==> src/rtl/seven_seg_pkg.sv <==
// Shared constants and types for the three-digit multiplexed seven-segment driver.
// Glyphs are active-low, bit order {g,f,e,d,c,b,a}.
package seven_seg_pkg;

    localparam int unsigned DIGITS = 3;
    localparam int unsigned SEG_W  = 7;
    localparam int unsigned BCD_W  = 4;

    localparam logic [SEG_W-1:0] GLYPH_0     = 7'h40;
    localparam logic [SEG_W-1:0] GLYPH_1     = 7'h79;
    localparam logic [SEG_W-1:0] GLYPH_2     = 7'h24;
    localparam logic [SEG_W-1:0] GLYPH_3     = 7'h30;
    localparam logic [SEG_W-1:0] GLYPH_4     = 7'h19;
    localparam logic [SEG_W-1:0] GLYPH_5     = 7'h12;
    localparam logic [SEG_W-1:0] GLYPH_6     = 7'h02;
    localparam logic [SEG_W-1:0] GLYPH_7     = 7'h78;
    localparam logic [SEG_W-1:0] GLYPH_8     = 7'h00;
    localparam logic [SEG_W-1:0] GLYPH_9     = 7'h10;
    localparam logic [SEG_W-1:0] GLYPH_DASH  = 7'h3F;
    localparam logic [SEG_W-1:0] GLYPH_BLANK = 7'h7F;

    typedef enum logic [1:0] {
        ONES     = 2'd0,
        TENS     = 2'd1,
        HUNDREDS = 2'd2
    } digit_idx_e;

    typedef struct packed {
        logic [BCD_W-1:0] hundreds;
        logic [BCD_W-1:0] tens;
        logic [BCD_W-1:0] ones;
    } digits_t;

endpackage

==> src/rtl/bcd_to_seg.sv <==
// Combinational BCD to active-low seven-segment decoder; non-BCD codes show a dash.
module bcd_to_seg
    import seven_seg_pkg::*;
(
    input  logic [BCD_W-1:0] bcd,
    output logic [SEG_W-1:0] seg_c
);

    always_comb begin
        seg_c = GLYPH_DASH;
        case (bcd)
            4'd0:    seg_c = GLYPH_0;
            4'd1:    seg_c = GLYPH_1;
            4'd2:    seg_c = GLYPH_2;
            4'd3:    seg_c = GLYPH_3;
            4'd4:    seg_c = GLYPH_4;
            4'd5:    seg_c = GLYPH_5;
            4'd6:    seg_c = GLYPH_6;
            4'd7:    seg_c = GLYPH_7;
            4'd8:    seg_c = GLYPH_8;
            4'd9:    seg_c = GLYPH_9;
            default: seg_c = GLYPH_DASH;
        endcase
    end

endmodule

==> src/rtl/seven_seg_scan.sv <==
// Time-multiplexed three-digit seven-segment driver with double-buffered digits and anti-ghost guard.
// Optional build macro LEADING_ZERO_BLANK_EN suppresses leading zeros on the hundreds/tens digits.
module seven_seg_scan
    import seven_seg_pkg::*;
#(
    parameter int unsigned REFRESH_DIV = 50000,
    parameter int unsigned GUARD       = 4
) (
    input  logic              clk,
    input  logic              rst_n,
    input  logic              load,
    input  logic [BCD_W-1:0]  hundreds,
    input  logic [BCD_W-1:0]  tens,
    input  logic [BCD_W-1:0]  ones,
    output logic [SEG_W-1:0]  seg,
    output logic [DIGITS-1:0] an,
    output logic              frame_done
);

    localparam int unsigned CNT_W = (REFRESH_DIV > 1) ? $clog2(REFRESH_DIV) : 1;

    logic [CNT_W-1:0]  cnt;
    logic              tick_c;
    logic              boundary_c;
    logic              in_guard_c;
    logic              lz_blank_c;
    digit_idx_e        idx;
    digit_idx_e        idx_next_c;
    digits_t           shadow;
    digits_t           display;
    digits_t           load_val_c;
    logic [BCD_W-1:0]  digit_c;
    logic [SEG_W-1:0]  glyph_c;
    logic [SEG_W-1:0]  seg_next_c;
    logic [DIGITS-1:0] an_next_c;
    logic              frame_done_next_c;

    assign tick_c     = (cnt == CNT_W'(REFRESH_DIV - 1));
    assign boundary_c = tick_c && (idx == HUNDREDS);
    assign load_val_c = {hundreds, tens, ones};

    // Guard window is empty when GUARD is zero; avoid a constant compare in that case.
    if (GUARD == 0) begin : g_no_guard
        assign in_guard_c = 1'b0;
    end else begin : g_guard
        assign in_guard_c = (cnt < CNT_W'(GUARD));
    end

    always_ff @(posedge clk) begin
        if (!rst_n) begin
            cnt <= '0;
        end else if (tick_c) begin
            cnt <= '0;
        end else begin
            cnt <= cnt + CNT_W'(1);
        end
    end

    // Shadow captures every load; display takes the shadow (or the coincident load) at the boundary.
    always_ff @(posedge clk) begin
        if (!rst_n) begin
            shadow  <= '0;
            display <= '0;
        end else begin
            if (load) begin
                shadow <= load_val_c;
            end
            if (boundary_c) begin
                display <= load ? load_val_c : shadow;
            end
        end
    end

    always_comb begin
        digit_c    = display.ones;
        lz_blank_c = 1'b0;
        case (idx)
            ONES:     digit_c = display.ones;
            TENS:     digit_c = display.tens;
            HUNDREDS: digit_c = display.hundreds;
            default:  digit_c = display.ones;
        endcase
`ifdef LEADING_ZERO_BLANK_EN
        if (idx == HUNDREDS && display.hundreds == '0) begin
            lz_blank_c = 1'b1;
        end
        if (idx == TENS && display.hundreds == '0 && display.tens == '0) begin
            lz_blank_c = 1'b1;
        end
`endif
    end

    bcd_to_seg u_dec (
        .bcd   (digit_c),
        .seg_c (glyph_c)
    );

    always_ff @(posedge clk) begin
        if (!rst_n) begin
            idx <= ONES;
        end else begin
            idx <= idx_next_c;
        end
    end

    always_comb begin
        idx_next_c        = idx;
        seg_next_c        = GLYPH_BLANK;
        an_next_c         = '1;
        frame_done_next_c = boundary_c;

        if (tick_c) begin
            case (idx)
                ONES:     idx_next_c = TENS;
                TENS:     idx_next_c = HUNDREDS;
                HUNDREDS: idx_next_c = ONES;
                default:  idx_next_c = ONES;
            endcase
        end

        if (!in_guard_c && !lz_blank_c) begin
            seg_next_c = glyph_c;
            case (idx)
                ONES:     an_next_c = 3'b110;
                TENS:     an_next_c = 3'b101;
                HUNDREDS: an_next_c = 3'b011;
                default:  an_next_c = 3'b111;
            endcase
        end
    end

    always_ff @(posedge clk) begin
        if (!rst_n) begin
            seg        <= GLYPH_BLANK;
            an         <= '1;
            frame_done <= 1'b0;
        end else begin
            seg        <= seg_next_c;
            an         <= an_next_c;
            frame_done <= frame_done_next_c;
        end
    end

endmodule

==> config.mk <==
export PLATFORM = sky130hd
export DESIGN_NAME = seven_seg_scan
export DESIGN_NICKNAME = d
export VERILOG_FILES = /design/src/rtl/seven_seg_pkg.sv /design/src/rtl/bcd_to_seg.sv /design/src/rtl/seven_seg_scan.sv
export SDC_FILE = /design/constraint.sdc
export NUM_CORES = 1
export LEC_CHECK = 0
export CORE_AREA = 2 2 104 56
export CTS_CLUSTER_DIAMETER = 30
export DETAILED_ROUTE_END_ITERATION = 8
export DIE_AREA = 0 0 106 58
export PLACE_DENSITY = 0.65
export SLEW_MARGIN = 10
export SYNTH_ARGS = -nofsm -noshare
export SYNTH_HDL_FRONTEND = slang
export SYNTH_HIERARCHICAL = 1
export SYNTH_SLANG_ARGS = --single-unit
==> constraint.sdc <==
create_clock -name clk -period 2.8 [get_ports clk]
set_input_delay 0.7 -clock clk [delete_from_list [all_inputs] [get_ports clk]]
set_output_delay 0.7 -clock clk [all_outputs]
set_load 0.02 [all_outputs]
==> impl_results.md <==
- Status: finished clean
- Clock network latency to the later pin of the worst-skew pair: 0.31 ns
- Final antenna-violating net count: 0
- Die area: 6150 sq um
- CTS root buf: clkbuf_8
- Number of global-route vias before repair: 1517
- Count leader, synth: dfxtp_1
- Post-synthesis sequential area ratio: 0.437
- Final instance count without filler cells: 346
- Number of post-CTS setup repair buffers: 0
- Detailed Routing Iterations Pass 1: 4
- Most frequent cells after synthesis: dfxtp_1 (53), nor2_1 (26), mux2i_1 (15), nand2_1 (15)
- IO Count: 26
- R2r endpoint: seg[2]$_SDFF_PP1_
- Mean Syn Cell Area: 9.91 sq um
- Final Hold Vio Count: 0
- Power Dens Cells: 489 nW/um^2
- Synth-to-layout area growth: 17.5%
- Synth Register Bits: 53
- Total Nets Final: 298
- Die X-Extent: 106 um
- Row count: 19
- Clock Pin Slew Worst Setup and Hold Paths: 0.09 ns
- Share of post-route cells with drive strength above 1: 0.0989
- Top cell type's share of synthesized area: 0.437
- Arr. time, crit path: 2.40 ns
- Post-synth cell types: 39
- Fin crit period: 2.21 ns
- Yosys warns: 6
- Worst Hold Path Cells: 1
- Highest routing layer actually used: met4
- Vias per cell: 4.75
- Total CTS buffers: 5
- TritonCTS clock tree: done
- Critical Path Source Type: flip-flop
- Initial antenna violation count: 0
- Reg2reg setup slack: 0.59 ns
- Number of cells after detailed placement: 338
- Slew margin rel.: 0.576
- Hold bufs inserted after CTS: 0
- Initial Utilization: 0.462
- RR Startpoint: idx[0]$_SDFFE_PN0N_
- Hold EP: cnt[0]$_SDFF_PP0_
- Post-synth EDFFs: 0
- Remaining global-route overflow: 0
- Tcrit/Tclk final: 0.789
- Mapped Area: 2430 sq um
- Post_cts resized: 0
- First-pass GRT wire length: 7680 um
- RSZ-0062 raised after global routing: false
- Met3 WL: 267 um
- Post-DP HPWL: 3200 um
- WL/cell: 12.7 um
- Max frequency: 453 MHz
- Buffers on Ports: 25
- Req. time, crit path: 2.99 ns
- Fin util: 0.543
- Routed WL: 4410 um
- Leak: 0.00107 uW
- # DRC: 0
- Post-synth top area cell: dfxtp_1
- WS Path Type: flip-flop to flip-flop
- DR iter-0 viols: 53
- Fraction of registers with async set/reset: 0
- Worst Hold Class: flip-flop to flip-flop
- VDD IR-drop max: 0.228 mV
- H-tree levels: 2
- Fin. max-slew vios: 0
- Met2 WL: 1530 um
- Post-Syn Instances: 245
- GP Congestion: 0.849
- Largest cells by area after synthesis: dfxtp_1 (44%), mux2_4 (6.2%), mux2i_1 (6.2%)
- Core ar.: 5250 sq um
- Final setup vio count: 0
- Fin Hold WS: 0.473 ns
- TNS Setup: 0 ns
- Setup crit end kind: flip-flop
- Slowest CP cell: ha_1
- Max clock buf depth: 2
- Net Count, Synth: 271
- Top_reg_cell synth: dfxtp_1
- Peak fanout along the critical path: 8
- CP cell instances: inv_1 > ha_1 > nor2_1 > a21oi_1 > inv_1 > ha_1 > nor3b_1 > a21o_1 > nand2b_1
- Tightest Pin Transition: 0.636 ns
- Largest net degree at the start of global routing: 33
- Die span in y: 58 um
- Vias: 1645
- Clock Skews: 0.00665 ns
- Worst hold start: cnt[0]$_SDFF_PP0_
- Crit-path max cell delay: 0.42 ns
- Wl on met1: 2570 um
- Antenna cells: 0
- Sink Count: 53
- R2R cell count: 9
- Tot GR Track Use: 0.163
- # Max-Cap Violations: 0
## worst max-delay path: cells and delay by family (launching register included)
kind | cells | cell delay [ns]
DFF | 1 | 0.39
adders and majority gates | 2 | 0.66
and+or+nand+nor | 3 | 0.33
AOI/OAI and AO/OA | 2 | 0.48
buffers and inverters | 2 | 0.24
## logic make-up after synthesis
logic type | share of synthesized area
AND/OR/NAND/NOR | 0.239
AO/OA/AOI/OAI | 0.0464
multiplexers | 0.133
flip-flops | 0.437
buffers and inverters | 0.0371
adder cells (fa/ha/maj) | 0.0567
XOR/XNOR | 0.0505
## cell type report
| type | instances | area [sq um] |
|---|---|---|
| inverters | 7 | 26.3 |
| fillers | 483 | 2400 |
| clock buffers | 7 | 86.3 |
| repair buffers | 29 | 280 |
| clock inverters | 1 | 30.0 |
| flip-flops and latches | 53 | 1060 |
| well taps | 73 | 91.3 |
| multi-input cells | 176 | 1280 |
## layer usage
layer | GRT usage | vias up
li1 | - | 875
met1 | 0.262 | 720
met2 | 0.202 | 45
met3 | 0.0439 | 5
met4 | 0.0564 | 0
met5 | 0 | -
## layout by cell type, fill, tap and decap left out
master           count
or3_4                1
clkbuf_1             1
ha_1                11
buf_4                4
mux2_4              10
bufinv_16            1
nand3_1              5
mux2i_1             15
and2b_1              1
nor3b_1              2
nand3_4              1
a22oi_1              4
or2b_1               1
o21ai_0              1
nor4_1               7
mux2_2               2
o21a_1               1
nand2b_1             8
dfxtp_1             53
nor2b_1             13
clkdlybuf4s50_1     25
or2_0                1
clkbuf_8             6
nor2_4               1
nor3_1               4
and3b_1              2
xor2_1               2
o31ai_1              1
a21oi_1              8
nand4_1              4
xnor2_1             12
a31oi_1              1
o21ai_2              1
and3_1               1
and2_1              13
a21o_1               1
nand2_1             15
nor2_1              26
inv_1                7
## worst max path at each step
stage                   startpoint                end  slack [ns]  cells past startpoint
6_report       idx[0]$_SDFFE_PN0N_  seg[2]$_SDFF_PP1_        0.59                      9
5_1_grt        idx[0]$_SDFFE_PN0N_  seg[4]$_SDFF_PP1_        0.35                      9
4_1_cts        idx[0]$_SDFFE_PN0N_  seg[2]$_SDFF_PP1_        0.60                      9
3_5_place_dp   idx[0]$_SDFFE_PN0N_  seg[2]$_SDFF_PP1_        0.61                      9
3_3_place_gp                 rst_n   an[2]$_SDFF_PP1_        0.69                      4
2_1_floorplan  idx[0]$_SDFFE_PN0N_  seg[3]$_SDFF_PP1_        0.67                     10
## registers in the layout, summed over array words and instances (netlist names)
register and count:
an 3, cnt 16, display 12, frame_done 1, idx 2, seg 7
shadow 12
## stage by stage
| step | worst slack, ns | total power (uW) | cell area (sq um) |
|---|---|---|---|
| 6_report | 0.591 | 1390 | 2850 |
| 5_1_grt | 0.347 | 1460 | 2850 |
| 4_1_cts | 0.599 | 1420 | 2850 |
| 3_5_place_dp | 0.614 | 877 | 2740 |
| 3_3_place_gp | 0.685 | 876 | 2740 |
| 2_1_floorplan | 0.671 | 838 | 2430 |
## power by group
part | switching, uW | leakage (uW) | internal (uW)
logic | 37.3 | 0.000584 | 43.4
registers | 7.37 | 0.000431 | 771
clock network | 245 | 0.0000585 | 292
total | 289 | 0.00107 | 1110
(Power assumes the default switching activity.)
